===== src/rtl/tri_lcb_seq_pkg.sv =====
// Shared definitions for the LCB clock-control sequencer: state encoding
// and a counter-width helper for the group and stagger counters.
package tri_lcb_seq_pkg;

    typedef enum logic [2:0] {
        ST_STOPPED    = 3'd0,
        ST_START      = 3'd1,
        ST_RUN        = 3'd2,
        ST_STOP       = 3'd3,
        ST_SCAN_SETUP = 3'd4,
        ST_SCAN       = 3'd5,
        ST_SCAN_EXIT  = 3'd6
    } seq_state_e;

    // Width of a counter that must hold 0..n-1; never narrower than one bit.
    function automatic int cnt_w(input int n);
        return (n > 1) ? $clog2(n) : 1;
    endfunction

endpackage


===== src/rtl/tri_lcb_seq_pipe.sv =====
// Depth-configurable register chain used to carry latch controls to distant
// latch groups; each bit resets to its own value from RST_VAL.
module tri_lcb_seq_pipe #(
    parameter int            W       = 1,
    parameter int            DEPTH   = 1,
    parameter logic [W-1:0]  RST_VAL = '0
) (
    input  logic         clk_i,
    input  logic         rst_b_i,
    input  logic [W-1:0] d_i,
    output logic [W-1:0] q_o
);

    generate
        if (DEPTH == 0) begin : g_bypass
            assign q_o = d_i;
        end else begin : g_chain
            logic [W-1:0] stage_q [DEPTH];

            for (genvar gi = 0; gi < DEPTH; gi++) begin : g_stage
                if (gi == 0) begin : g_head
                    always_ff @(posedge clk_i or negedge rst_b_i) begin
                        if (!rst_b_i) stage_q[gi] <= RST_VAL;
                        else          stage_q[gi] <= d_i;
                    end
                end else begin : g_body
                    always_ff @(posedge clk_i or negedge rst_b_i) begin
                        if (!rst_b_i) stage_q[gi] <= RST_VAL;
                        else          stage_q[gi] <= stage_q[gi-1];
                    end
                end
            end

            assign q_o = stage_q[DEPTH-1];
        end
    endgenerate

endmodule


===== src/rtl/tri_lcb_seq.sv =====
// Clock-control sequencer for LCB-included latches: staggered thold_b release
// and hold, scan sg/force_t bracketing, and request error reporting.
module tri_lcb_seq
    import tri_lcb_seq_pkg::*;
#(
    parameter int NUM_GRP        = 4,
    parameter int STAGGER        = 2,
    parameter int PIPE           = 1,
    parameter int START_ON_RESET = 0
) (
    input  logic               nclk,
    input  logic               rst_b,
    input  logic               start_req,
    input  logic               stop_req,
    input  logic               scan_req,
    input  logic               scan_done,
    output logic [NUM_GRP-1:0] thold_b,
    output logic               sg,
    output logic               force_t,
    output logic               running,
    output logic               stopped,
    output logic               err
);

    localparam int GRP_W  = cnt_w(NUM_GRP);
    localparam int STAG_W = cnt_w(STAGGER);
    localparam int PIPE_W = NUM_GRP + 4;

    localparam logic [GRP_W-1:0]   LAST_GRP  = GRP_W'(NUM_GRP - 1);
    localparam logic [STAG_W-1:0]  STAG_LAST = STAG_W'(STAGGER - 1);
    localparam logic [NUM_GRP-1:0] GRP0_ONLY = NUM_GRP'(1);
    localparam logic [PIPE_W-1:0]  PIPE_RST  = PIPE_W'(1);

    seq_state_e          state_q, state_d;
    logic [GRP_W-1:0]    grp_q, grp_d;
    logic [STAG_W-1:0]   stag_q, stag_d;
    logic [NUM_GRP-1:0]  thold_q, thold_d;
    logic                sg_q, sg_d;
    logic                force_q, force_d;
    logic                run_q, run_d;
    logic                stop_q, stop_d;
    logic                err_q, err_d;
    logic                first_q;

    logic                start_eff;
    logic                stag_tick;
    logic [GRP_W-1:0]    grp_inc;

    // The first post-reset edge can stand in for a start request.
    assign start_eff = start_req | ((START_ON_RESET != 0) & first_q);
    assign stag_tick = (stag_q == STAG_LAST);
    assign grp_inc   = grp_q + 1'b1;

    always_comb begin
        state_d = state_q;
        grp_d   = grp_q;
        stag_d  = stag_q;
        thold_d = thold_q;
        sg_d    = sg_q;
        force_d = force_q;
        run_d   = run_q;
        stop_d  = stop_q;
        err_d   = 1'b0;

        case (state_q)
            ST_STOPPED: begin
                err_d = scan_req & start_eff;
                if (scan_req) begin
                    state_d = ST_SCAN_SETUP;
                    sg_d    = 1'b1;
                    stop_d  = 1'b0;
                end else if (start_eff) begin
                    thold_d = GRP0_ONLY;
                    stop_d  = 1'b0;
                    grp_d   = '0;
                    stag_d  = '0;
                    if (NUM_GRP == 1) begin
                        state_d = ST_RUN;
                        run_d   = 1'b1;
                    end else begin
                        state_d = ST_START;
                    end
                end
            end

            ST_START, ST_RUN: begin
                err_d = scan_req;
                // grp_q is the highest released group; hold it now, then descend.
                if (stop_req) begin
                    run_d   = 1'b0;
                    thold_d = thold_q >> 1;
                    stag_d  = '0;
                    if (grp_q == '0) begin
                        state_d = ST_STOPPED;
                        stop_d  = 1'b1;
                    end else begin
                        state_d = ST_STOP;
                        grp_d   = grp_q - 1'b1;
                    end
                end else if (state_q == ST_START) begin
                    stag_d = stag_q + 1'b1;
                    if (stag_tick) begin
                        stag_d  = '0;
                        thold_d = (thold_q << 1) | GRP0_ONLY;
                        grp_d   = grp_inc;
                        if (grp_inc == LAST_GRP) begin
                            state_d = ST_RUN;
                            run_d   = 1'b1;
                        end
                    end
                end
            end

            ST_STOP: begin
                err_d  = scan_req | start_eff;
                stag_d = stag_q + 1'b1;
                if (stag_tick) begin
                    stag_d  = '0;
                    thold_d = thold_q >> 1;
                    if (grp_q == '0) begin
                        state_d = ST_STOPPED;
                        stop_d  = 1'b1;
                    end else begin
                        grp_d = grp_q - 1'b1;
                    end
                end
            end

            ST_SCAN_SETUP: begin
                err_d   = scan_req | start_eff | stop_req;
                force_d = 1'b1;
                state_d = ST_SCAN;
            end

            ST_SCAN: begin
                err_d = scan_req | start_eff | stop_req;
                if (scan_done) begin
                    force_d = 1'b0;
                    state_d = ST_SCAN_EXIT;
                end
            end

            ST_SCAN_EXIT: begin
                err_d   = scan_req | start_eff | stop_req;
                sg_d    = 1'b0;
                stop_d  = 1'b1;
                state_d = ST_STOPPED;
            end

            default: begin
                state_d = ST_STOPPED;
            end
        endcase
    end

    always_ff @(posedge nclk or negedge rst_b) begin
        if (!rst_b) begin
            state_q <= ST_STOPPED;
            grp_q   <= '0;
            stag_q  <= '0;
            thold_q <= '0;
            sg_q    <= 1'b0;
            force_q <= 1'b0;
            run_q   <= 1'b0;
            stop_q  <= 1'b1;
            err_q   <= 1'b0;
            first_q <= 1'b1;
        end else begin
            state_q <= state_d;
            grp_q   <= grp_d;
            stag_q  <= stag_d;
            thold_q <= thold_d;
            sg_q    <= sg_d;
            force_q <= force_d;
            run_q   <= run_d;
            stop_q  <= stop_d;
            err_q   <= err_d;
            first_q <= 1'b0;
        end
    end

    // err stays unpiped so it always lands the cycle after the offending sample.
    tri_lcb_seq_pipe #(
        .W       (PIPE_W),
        .DEPTH   (PIPE),
        .RST_VAL (PIPE_RST)
    ) u_pipe (
        .clk_i   (nclk),
        .rst_b_i (rst_b),
        .d_i     ({thold_q, sg_q, force_q, run_q, stop_q}),
        .q_o     ({thold_b, sg, force_t, running, stopped})
    );

    assign err = err_q;

endmodule


===== config.mk =====
export PLATFORM = sky130hd
export DESIGN_NAME = tri_lcb_seq
export DESIGN_NICKNAME = d
export VERILOG_FILES = /design/src/rtl/tri_lcb_seq_pkg.sv /design/src/rtl/tri_lcb_seq_pipe.sv /design/src/rtl/tri_lcb_seq.sv
export SDC_FILE = /design/constraint.sdc
export NUM_CORES = 1
export LEC_CHECK = 0
export CORE_MARGIN = 2
export CORE_UTILIZATION = 54
export CTS_CLUSTER_SIZE = 8
export DETAILED_ROUTE_END_ITERATION = 8
export GPL_ROUTABILITY_DRIVEN = 0
export GPL_TIMING_DRIVEN = 0
export PLACE_DENSITY = 0.78
export SYNTH_ARGS = -nofsm -noshare
export SYNTH_HDL_FRONTEND = slang
export SYNTH_SLANG_ARGS = --single-unit
export TNS_END_PERCENT = 10

===== constraint.sdc =====
create_clock -name nclk -period 1.73 [get_ports nclk]
set_input_delay 0.4325 -clock nclk [delete_from_list [all_inputs] [get_ports nclk]]
set_output_delay 0.4325 -clock nclk [all_outputs]
set_load 0.02 [all_outputs]

Word-level counts from Yosys, hierarchy flattened
Cells that the tools add are included.
{ "op_classes": {"n_addsub": 3, "n_eq_ne": 18, "muxes": 46, "bitwise_logic": 3, "n_reduce_logical": 18} }
{ "op_table": {"columns": ["operator", "count"], "rows": [
  ["$mux W3", 9],
  ["$mux W4", 6],
  ["$mux W2", 8],
  ["$mux W1", 15],
  ["$pmux W3 S5", 1],
  ["$ne A2 B2 Y1 const B", 7],
  ["$ne A3 B3 Y1 const B", 4],
  ["$pmux W4 S3", 1],
  ["$reduce_and A4 Y1", 3],
  ["$reduce_bool A2 Y1", 5],
  ["$eq A3 B3 Y1 const B", 3],
  ["$pmux W1 S4", 2],
  ["$reduce_and A7 Y1", 1],
  ["$eq A3 B2 Y1 const B", 2],
  ["$pmux W2 S3", 1],
  ["$reduce_and A6 Y1", 1],
  ["$pmux W1 S2", 2],
  ["$reduce_and A2 Y1", 2],
  ["$reduce_bool A4 Y1", 1],
  ["$eq A3 B1 Y1 const B", 1],
  ["$logic_not A3 Y1", 1],
  ["$pmux W1 S3", 1],
  ["$reduce_bool A3 Y1", 1],
  ["$reduce_or A3 Y1", 1],
  ["other kinds (8)", 9]
]} }
{ "totals": {"reg_bits": 23, "output_inout_bits": 9} }

Logic depth before layout (Yosys ltp)
Gate-level depths: netlist (run 1).
{ "depth": {"word_depth": 7, "mapped_depth": 7} }

Modules after synthesis
A second synthesis (run 1) with hierarchy kept.
{ "hier_totals": {"hier_cells": 123, "area_unflattened_um2": 1236.2} }
{ "by_module_without_submodules": {"columns": ["mod", "instances", "cells_per_inst", "area_per_inst_um2", "seq_area_each_um2"], "rows": [
  ["tri_lcb_seq", 1, 115, 1034.7, 376.6],
  ["tri_lcb_seq_pipe", 1, 8, 201.4, 201.4]
]} }

Least setup slack after synthesis (run 1)
Ideal clock, no wire load.
{ "synth_path": {"kind": "reg-to-reg", "start": "register state_q[0]", "end": "register grp_q[0]", "setup_time_ps": 125, "t_arrival_ps": 1386, "slack_ps": 219, "stages_incl_launch_ff": 6, "path_buffers": 1, "period_less_slack_ps": 1511, "cell_sequence": "dfrtp_1 > buf_6 > nor2_2 > a211oi_4 > o31ai_4 > mux2_2"} }
{ "synth_between": {"elab_chain_cells": 4, "word_cells_on_any_way": 13} }
{ "synth_lines": {"columns": ["item", "line_no", "source"], "rows": [
  ["start, declared", "tri_lcb_seq.sv:34", "seq_state_e state_q, state_d;"],
  ["start signal, assigned", "tri_lcb_seq.sv:169", "state_q <= state_d;"],
  ["$eq A3 B1 Y1 or $eq A3 B2 Y1 (tied branches)", "tri_lcb_seq.sv:65, tri_lcb_seq.sv:100", null],
  ["$reduce_or A2 Y1", "tri_lcb_seq.sv:65", "case (state_q)"],
  ["$ne A3 B3 Y1 (no source line) or $reduce_bool A3 Y1 (tied branches)", null, null],
  ["$reduce_and A6 Y1 (no source line)", null, null],
  ["end signal, assigned", "tri_lcb_seq.sv:170", "grp_q <= grp_d;"],
  ["end, declared", "tri_lcb_seq.sv:35", "logic [GRP_W-1:0] grp_q, grp_d;"]
]} }
Parallel ways exist; a longest one is shown, timed or not.
A chain may end at the register's enable or synchronous reset.

Final worst setup path (run 1)
{ "layout_path": {"start": "register u_pipe.g_chain.stage_q (netlist bit u_pipe.q_o[3])", "end": "output port sg"} }
{ "layout_lines": {"columns": ["item", "line_no", "source"], "rows": [
  ["start, declared", "tri_lcb_seq_pipe.sv:18", "logic [W-1:0] stage_q [DEPTH];"],
  ["start signal, assigned by index", "tri_lcb_seq_pipe.sv:24", "else stage_q[gi] <= d_i;"],
  ["end, declared", "tri_lcb_seq.sv:18", "output logic sg,"]
]} }
No word-level cell between the ends.

==> run_results.csv, run 1 <==
group,metric,value,unit
die,die_h,52.0,um
die,num_io_pins,15,
layout,num_antenna_cells,0,
yosys,yosysTopAreaCell,"dfrtp_1",
detailed_routing,drt_iter0_drc,23,
critical_path,crit_family,"buffers and inverters",
grt,track_usage,21.9,%
min_path,hold_class,"reg2reg",
clock_tree,clock_tree.root_cell,"clkbuf_4",
yosys,ys.flop_type,"dfrtp_1",
grt,grt_pass1_wl,4280,um
layout,layout_common_cells,"21 x dfrtp_1, 11 x nor2_1, 9 x a21oi_1, 9 x clkdlybuf4s50_1",
sta,tightest_slew,0.974,ns
sta,fin_skew,0.00527,ns
sta,rsz0062_at_grt,"yes",
power,finalPower,2.56,mW
yosys,synth.distinct_cells,41,
sta,finalCritPeriodShare,98.1,%
yosys,yosys_warnings,0,
clock_tree,cts_buffers,3,
detailed_routing,via_count,1023,
critical_path,cp-end-kind,"primary output",
die,core_area,0.00219,mm^2
clock_tree,clkLatencyLatePin,0.32,ns
critical_path,cp_num_buf_inv,1,
die,die_w,52.0,um
critical_path,required,1.30,ns
critical_path,start_kind,"register",
clock_tree,cts_buffer_depth,2,
die,rows,17,
layout,layout-area-overhead-vs-synth,19.7,%
grt,antenna_found_initial,0,
clock_tree,cts.htree.levels,1,
detailed_routing,drcViolationCount,0,
detailed_routing,wire_per_inst,15.7,um
critical_path,arrival,1.26,ns
sta,max_freq,589,MHz
power,total_leakage_power,0.665,nW
clock_tree,cts_hold_buffers,0,
grt,grt_pass1_vias,950,
placed_design,hpwlAfterDp,1810,um
detailed_routing,ant_nets,0,
critical_path,r2r_start,"state_q[1]$_DFFE_PN0P_",
layout,mostFrequentLayoutCell,"dfrtp_1",
grt,grt.overflow.total,0,
sta,finalSetupViolCount,0,
yosys,synthCells,122,
yosys,synth_edf_count,0,
critical_path,worstPathMaxFanout,1,
critical_path,startpoint,"u_pipe.q_o[3]$_DFF_PN0_",
detailed_routing,drtPass1Iterations,4,
clock_tree,clkSlewWorstSetupHoldPaths,0.13,ns
clock_tree,cts_tree,"built",
yosys,yosysSeqAreaShare,46.4,%
grt,grt_max_degree,24,
flow_run,maxCapViolations,0,
yosys,ys_ff_latch,23,
status,outcome,"complete, no violations",
sta,fin_crit,1.70,ns
critical_path,slowest_stage,"clkdlybuf4s50_1",
power,vdd_drop_max,966,uV
critical_path,cpPeakStageDelay,0.59,ns
placed_design,io_buffer_count,14,
clock_tree,clock-sinks,23,
yosys,async_reset_ff_share,100,%
die,start_util,56.9,%
sta,hold_viol,0,
die,dieArea,0.00271,mm^2
sta,drv_slew,0,
layout,fin_util,68.1,%
yosys,synth_area_leaders,"dfrtp_1 42%, mux2_2 4.5%, dfstp_2 4.2%, a21oi_1 4.0%, ha_1 4.0%",
yosys,postSynthAreaPerCell,10.2,um^2
yosys,syn_nets,132,
min_path,hp-start,"thold_q[0]$_DFFE_PN0P_",
layout,drive_gt1_share,17.6,%
critical_path,cp_cell_sequence,"clkdlybuf4s50_1",
detailed_routing,vias_per_cell,6.02,
power,power_density,1720,mW/mm^2
layout,final_net_count,153,
detailed_routing,routed_wl,2660,um
layout,fillCellCount,157,
yosys,syn_area,0.00125,mm^2
yosys,synth_top_area_share,42.2,%
sta,relSlewSlack,34.9,%
critical_path,criticalPathCategory,"reg2out",
-- routing by layer --
metal | track usage, % | wire [um] | up-vias
met5 | 0 | 0 | -
li1 | - | - | 480
met4 | 14.5 | 44 | 0
met1 | 27.3 | 1180 | 506
met2 | 34.8 | 1310 | 32
met3 | 3.45 | 138 | 5
-- synthesized netlist by cell type, types with 2 or more instances --
master	n
clkbuf_1	2
dfrtp_1	21
buf_2	4
o31ai_1	2
nand2b_1	4
dfstp_2	2
nor3b_1	2
a21oi_1	10
a31oi_1	2
inv_1	6
a2111oi_0	3
nor2b_1	2
nor3_1	5
ha_1	4
nor2_1	11
nand2_1	6
mux2_2	5
nor4_1	2
o21ai_0	6
buf_6	2
-- stage by stage --
step	setup TNS [ns]	hold slack [ns]	worst slack, ns	std cells	instance area, um^2
CTS	-0.00511	0.388	-0.00511	168	1460
global route	-0.0332	0.398	-0.0142	170	1490
floorplan	0	0.137	0.219	122	1250
detailed placement	-3.28	0.361	-0.445	164	1420
global placement	-2.96	0.361	-0.427	164	1420
finish	0	0.388	0.0325	170	1490
-- area by class of cell --
type / instances / area (um^2) / area share, %
Buffer: 8 / 52.6 / 3.52
Clock buffer: 4 / 26.3 / 1.76
Inverter: 6 / 22.5 / 1.51
Multi-Input combinational cell: 85 / 617 / 41.4
Sequential cell: 23 / 578 / 38.8
Tap cell: 28 / 35.0 / 2.35
Timing Repair Buffer: 16 / 160 / 10.7
-- cell families after synthesis --
group                      after synthesis  share of synthesized area [%]
buffers and inverters                   14                           5.82
muxes                                    7                           6.22
adders and majority gates                4                           4.02
xor gates and xnor gates                 1                          0.703
AOI/OAI and AO/OA                       35                           20.7
and+or+nand+nor                         38                           16.2
DFF                                     23                           46.4
-- where the power goes --
group          total, mW  internal, mW  switching [mW]
logic               1.43         0.618           0.812
registers          0.868         0.755           0.113
clock network      0.262        0.0904           0.172
total               2.56          1.46            1.10
-- final timing paths --
| kind | depth (start not counted) | end | slack [ns] |
|---|---|---|---|
| min | 0 | u_pipe.q_o[4]$_DFF_PN0_ | 0.39 |
| max in group asynchronous | 1 | run_q$_DFFE_PN0P_ | 0.51 |
| min reg2reg | 0 | u_pipe.q_o[4]$_DFF_PN0_ | 0.39 |
| max reg2reg | 5 | thold_q[3]$_DFFE_PN0P_ | 0.06 |
| max | 1 | sg | 0.03 |
| min in group asynchronous | 1 | thold_q[3]$_DFFE_PN0P_ | 0.63 |
-- state kept, by name, indices dropped and copies added, names as in the netlist --
register	flops
u_pipe.q_o	8
thold_q	4
state_q	3
grp_q	2
err	1
force_q	1
run_q	1
sg_q	1
stag_q	1
stop_q	1
-- timing repair --
action,CTS,global route
endpoints found under the setup margin,7,9
pin swaps,0,2
hold endpoints to repair,0,0
setup buffers,0,2
resized for setup,5,6
Note: power is estimated with default switching activity, not from simulation.
==> inputs of run 2 (changes only) <==
--- a/config.mk
+++ b/config.mk
@@ -6,12 +6,13 @@
 export NUM_CORES = 1
 export LEC_CHECK = 0
 export CORE_MARGIN = 2
-export CORE_UTILIZATION = 54
+export CORE_UTILIZATION = 55
+export CTS_BUF_LIST = sky130_fd_sc_hd__clkbuf_4
 export CTS_CLUSTER_SIZE = 8
 export DETAILED_ROUTE_END_ITERATION = 8
 export GPL_ROUTABILITY_DRIVEN = 0
 export GPL_TIMING_DRIVEN = 0
-export PLACE_DENSITY = 0.78
+export PLACE_DENSITY = 0.79
 export SYNTH_ARGS = -nofsm -noshare
 export SYNTH_HDL_FRONTEND = slang
 export SYNTH_SLANG_ARGS = --single-unit
==> run 2 against run 1 <==
  * Sequential share of layout area is 0.13 points higher
  * Sequential power is 1% lower
  * Cell area is 0.34% lower
  * Critical endpoint is now thold_q[1]$_DFFE_PN0P_
  * Count of clock-buffer cells in the layout is 1 lower
  * Wire length is 7.5% lower
  * First-iteration DRC count is 26% higher
  * Critical path depth is 4 higher
  * Fmax is 1.3% lower
  * Highest routed layer unchanged
==> run_results.csv, run 2 (synthesized netlist as in run 1, its figures left out) <==
group,metric,value,unit
detailed_routing,wire_per_inst,14.7,um
min_path,hold_class,"reg2reg",
grt,grt_use_met3,2.59,%
clock_tree,clkLatencyLatePin,0.32,ns
sta,fin_crit,1.72,ns
power,total_leakage_power,0.696,nW
grt,grt.overflow.total,0,
grt,track_usage,20.5,%
detailed_routing,drt_iter0_drc,29,
placed_design,dp.cells,164,
sta,fin_ws,0.00953,ns
layout,fin_cells,168,
sta,tightest_slew,0.969,ns
clock_tree,clock-sinks,23,
layout,largest_reg_flops,8,
layout,drive_gt1_share,16.4,%
sta,max_freq,581,MHz
sta,fin_skew,0.0141,ns
critical_path,cp-end-kind,"register",
power,power_density,1680,mW/mm^2
die,die_h,51.6,um
clock_tree,cts_tree,"built",
grt,grt_pass1_wl,4000,um
sta,finalSetupViolCount,0,
power,vdd_drop_max,976,uV
grt,grtUsageMet2,33.5,%
clock_tree,clock_tree.root_cell,"clkbuf_4",
detailed_routing,vias_per_cell,5.79,
critical_path,worstPathMaxFanout,6,
die,dieArea,0.00266,mm^2
clock_tree,cts_hold_buffers,0,
die,num_io_pins,15,
placed_design,dpl-instance-area,0.00142,mm^2
placed_design,io_buffer_count,14,
placed_design,hpwlAfterDp,1720,um
layout,layout_common_cells,"21 x dfrtp_1, 11 x nor2_1, 10 x a21oi_1",
status,outcome,"complete, no violations",
sta,finalCritPeriodShare,99.4,%
clock_tree,cts_buffers,3,
clock_tree,clkSlewWorstSetupHoldPaths,0.14,ns
grt,antenna_found_initial,0,
critical_path,criticalPathCategory,"in2reg",
die,rows,17,
critical_path,cpPeakStageDelay,0.57,ns
grt,busiest_layer,"met2",
clock_tree,cts_buffer_depth,2,
placed_design,dp_slack,-0.427,ns
grt,grtUsageMet1,27.7,%
sta,hold_viol,0,
grt,grt_pass1_vias,910,
critical_path,reg2regPathDepth,5,
critical_path,arrival,1.94,ns
die,start_util,57.4,%
layout,fin_util,68.5,%
flow_run,maxCapViolations,0,
detailed_routing,routed_wl,2470,um
critical_path,slowest_stage,"clkdlybuf4s50_1",
sta,relSlewSlack,35.2,%
sta,drv_slew,0,
critical_path,start_kind,"primary input",
die,die_w,51.6,um
critical_path,required,1.95,ns
clock_tree,cts.htree.levels,1,
layout,num_antenna_cells,0,
grt,grt_max_degree,24,
die,core_area,0.00217,mm^2
power,finalPower,2.50,mW
clock_tree,post-cts-setup-buffer-count,0,
detailed_routing,drcViolationCount,0,
sta,rsz0062_at_grt,"yes",
layout,fillCellCount,167,
layout,multi_input_area,612,um^2
layout,layout-area-overhead-vs-synth,19.3,%
layout,mostFrequentLayoutCell,"dfrtp_1",
layout,final_net_count,151,
detailed_routing,drtPass1Iterations,4,
layout,seqCellArea,578,um^2
sta,hold_ws,0.387,ns
detailed_routing,via_count,973,
critical_path,cp_cell_sequence,"clkdlybuf4s50_1, nand2b_1, a211oi_4, o31ai_4, mux2_1",
sta,setup_tns,0,ns
min_path,holdPathStages,0,
layout,fin_area,0.00149,mm^2
detailed_routing,ant_nets,0,
[run 2: final timing paths]
path | from | endpoint | slack (ns)
max | start_req | thold_q[1]$_DFFE_PN0P_ | 0.01
max reg2reg | state_q[1]$_DFFE_PN0P_ | grp_q[0]$_DFFE_PN0P_ | 0.07
min reg2reg | stop_q$_DFFE_PN1P_ | u_pipe.q_o[0]$_DFF_PN1_ | 0.39
max in group asynchronous | rst_b | run_q$_DFFE_PN0P_ | 0.50
min in group asynchronous | rst_b | u_pipe.q_o[5]$_DFF_PN0_ | 0.63
min | stop_q$_DFFE_PN1P_ | u_pipe.q_o[0]$_DFF_PN1_ | 0.39
[run 2: final cells by class]
type | instances | share of cell area [%]
Clock inverter | 1 | 0.505
Multi-Input combinational cell | 85 | 41.2
Tap cell | 28 | 2.36
Inverter | 6 | 1.52
Timing Repair Buffer | 14 | 10.5
Clock buffer | 3 | 1.52
Sequential cell | 23 | 38.9
Buffer | 8 | 3.54
[run 2: timing repair]
action | 4_1_cts | 5_1_grt
gates resized for setup | 3 | 9
setup endpoints to repair | 7 | 11
pin swaps | 1 | 0
[run 2: critical path, delay by kind of cell]
family | cells | cell delay [ns]
AOI/OAI and AO/OA | 2 | 0.47
and+or+nand+nor | 1 | 0.14
muxes | 1 | 0.33
buffers and inverters | 1 | 0.57
[run 2: power by group]
group,internal (mW),switching [mW]
logic,0.590,0.791
clock network,0.0883,0.168
registers,0.754,0.104
total,1.43,1.06
[run 2: routing by layer]
metal  up-vias  wire [um]
met2        32       1190
met3         7        131
met4         0         43
li1        474          -
met1       460       1100
met5         -          0
==> inputs of run 3 (changes only) <==
--- a/config.mk
+++ b/config.mk
@@ -5,6 +5,7 @@
 export SDC_FILE = /design/constraint.sdc
 export NUM_CORES = 1
 export LEC_CHECK = 0
+export CORE_ASPECT_RATIO = 0.75
 export CORE_MARGIN = 2
 export CORE_UTILIZATION = 55
 export CTS_BUF_LIST = sky130_fd_sc_hd__clkbuf_4
@@ -12,7 +13,9 @@
 export DETAILED_ROUTE_END_ITERATION = 8
 export GPL_ROUTABILITY_DRIVEN = 0
 export GPL_TIMING_DRIVEN = 0
+export HOLD_SLACK_MARGIN = 0.1
 export PLACE_DENSITY = 0.79
+export RECOVER_POWER = 25
 export SYNTH_ARGS = -nofsm -noshare
 export SYNTH_HDL_FRONTEND = slang
 export SYNTH_SLANG_ARGS = --single-unit
==> run 3 against run 2 <==
  * Register-to-register slack about the same
  * Final cell count shrank 1.8%
  * Worst setup slack improved by 0.015 ns
  * The run now ends with DRC left
  * Critical path type is now reg2out
  * Sequential cell count is the same
  * Core utilization is 4.0 points higher
==> run_results.csv, run 3 (synthesized netlist as in run 1, its figures left out) <==
group,metric,value,unit
sta,hold_viol,0,
sta,fin_skew,0.0136,ns
critical_path,cp_cell_sequence,"clkdlybuf4s50_1",
layout,mostFrequentLayoutCell,"dfrtp_1",
critical_path,r2r_start,"state_q[0]$_DFFE_PN0P_",
sta,finalSetupViolCount,0,
die,core_area,0.00207,mm^2
detailed_routing,ant_nets,0,
sta,relSlewSlack,34.4,%
sta,max_freq,587,MHz
power,finalPower,2.58,mW
power,power_density,1720,mW/mm^2
critical_path,crit_family,"buffers and inverters",
layout,largest_reg_flops,8,
grt,grt_pass1_wl,4650,um
detailed_routing,drtPass1Iterations,7,
status,violations,"DRC",
critical_path,cp_num_buf_inv,1,
critical_path,cp-end-kind,"primary output",
detailed_routing,drt_iter0_drc,30,
grt,antenna_found_initial,0,
placed_design,hpwlAfterDp,1810,um
min_path,hp-start,"stop_q$_DFFE_PN1P_",
sta,hold_ws,0.407,ns
sta,rsz0062_at_grt,"yes",
critical_path,arrival,1.27,ns
layout,layout-area-overhead-vs-synth,20.3,%
detailed_routing,routed_wl,2660,um
layout,drive_gt1_share,18.4,%
min_path,hold_class,"reg2reg",
critical_path,cpPeakStageDelay,0.60,ns
die,die_w,59.0,um
status,outcome,"finished with violations",
clock_tree,cts_buffer_depth,2,
layout,fillCellCount,162,
critical_path,required,1.30,ns
critical_path,reg2regPathDepth,6,
layout,num_antenna_cells,0,
critical_path,startpoint,"u_pipe.q_o[4]$_DFF_PN0_",
sta,finalCritPeriodShare,98.6,%
layout,final_net_count,152,
sta,drv_slew,0,
die,num_io_pins,15,
flow_run,maxCapViolations,0,
critical_path,worstPathMaxFanout,1,
layout,multi_input_area,629,um^2
die,rows,14,
sta,tightest_slew,0.981,ns
sta,setup_tns,0,ns
grt,grt.overflow.total,0,
clock_tree,cts_tree,"built",
detailed_routing,via_count,996,
layout,layout_common_cells,"21 x dfrtp_1, 11 x nor2_1, 9 x a21oi_1",
power,total_leakage_power,0.693,nW
die,die_h,45.2,um
layout,seqCellArea,578,um^2
grt,grt_pass1_vias,1027,
clock_tree,clkSlewWorstSetupHoldPaths,0.14,ns
critical_path,cp.depth,1,
die,dieArea,0.00267,mm^2
die,start_util,60.3,%
power,vdd_drop_max,825,uV
detailed_routing,drcViolationCount,2,
critical_path,slowest_stage,"clkdlybuf4s50_1",
clock_tree,clock-sinks,23,
placed_design,io_buffer_count,14,
critical_path,criticalPathCategory,"reg2out",
min_path,holdPathStages,0,
clock_tree,cts_hold_buffers,0,
grt,grt_max_degree,24,
clock_tree,cts.htree.levels,1,
clock_tree,clock_tree.root_cell,"clkbuf_4",
critical_path,start_kind,"register",
clock_tree,clkLatencyLatePin,0.33,ns
detailed_routing,wire_per_inst,16.1,um
sta,fin_crit,1.70,ns
detailed_routing,vias_per_cell,6.04,
clock_tree,cts_buffers,3,
grt,track_usage,23.5,%
-- run 3: final timing paths --
kind,to,slack [ns]
hold / removal,u_pipe.q_o[0]$_DFF_PN1_,0.41
hold reg to reg,u_pipe.q_o[0]$_DFF_PN1_,0.41
max in group asynchronous,thold_q[0]$_DFFE_PN0P_,0.44
setup reg to reg,thold_q[2]$_DFFE_PN0P_,0.07
min in group asynchronous,thold_q[3]$_DFFE_PN0P_,0.69
setup / recovery,thold_b[0],0.03
-- run 3: metal layers --
layer | routed length [um] | global-route usage [%]
met1 | 1190 | 31.3
met4 | 31 | 6.82
met3 | 118 | 5.73
met2 | 1320 | 38.4
met5 | 0 | 0
-- run 3: layout make-up --
type,instances,area share (%)
Tap cell,24,2.00
Inverter,6,1.50
Multi-Input combinational cell,85,42.0
Sequential cell,23,38.6
Clock inverter,1,0.334
Timing Repair Buffer,15,10.6
Clock buffer,3,1.50
Buffer,8,3.51
-- run 3: power breakdown --
part	internal, mW	total (mW)	switching [mW]	leakage, nW
Clock	0.0869	0.260	0.173	0.0177
Sequential	0.755	0.869	0.114	0.283
Combinational	0.631	1.45	0.822	0.392
-- run 3: repair_timing --
action                     4_1_cts  5_1_grt
buffers inserted                 0        1
gates resized for setup          6        8
setup endpoints to repair        6        8
pin swaps                        0        2
-- run 3: through the flow --
step,cell area [um^2],cells,utilization [%],setup slack (ns)
floorplan,1250,122,-,0.219
global placement,1420,160,68.5,-0.438
detailed placement,1420,160,68.5,-0.430
CTS,1460,164,70.6,0.0107
global route,1500,165,72.5,-0.0257
finish,1500,165,72.5,0.0250
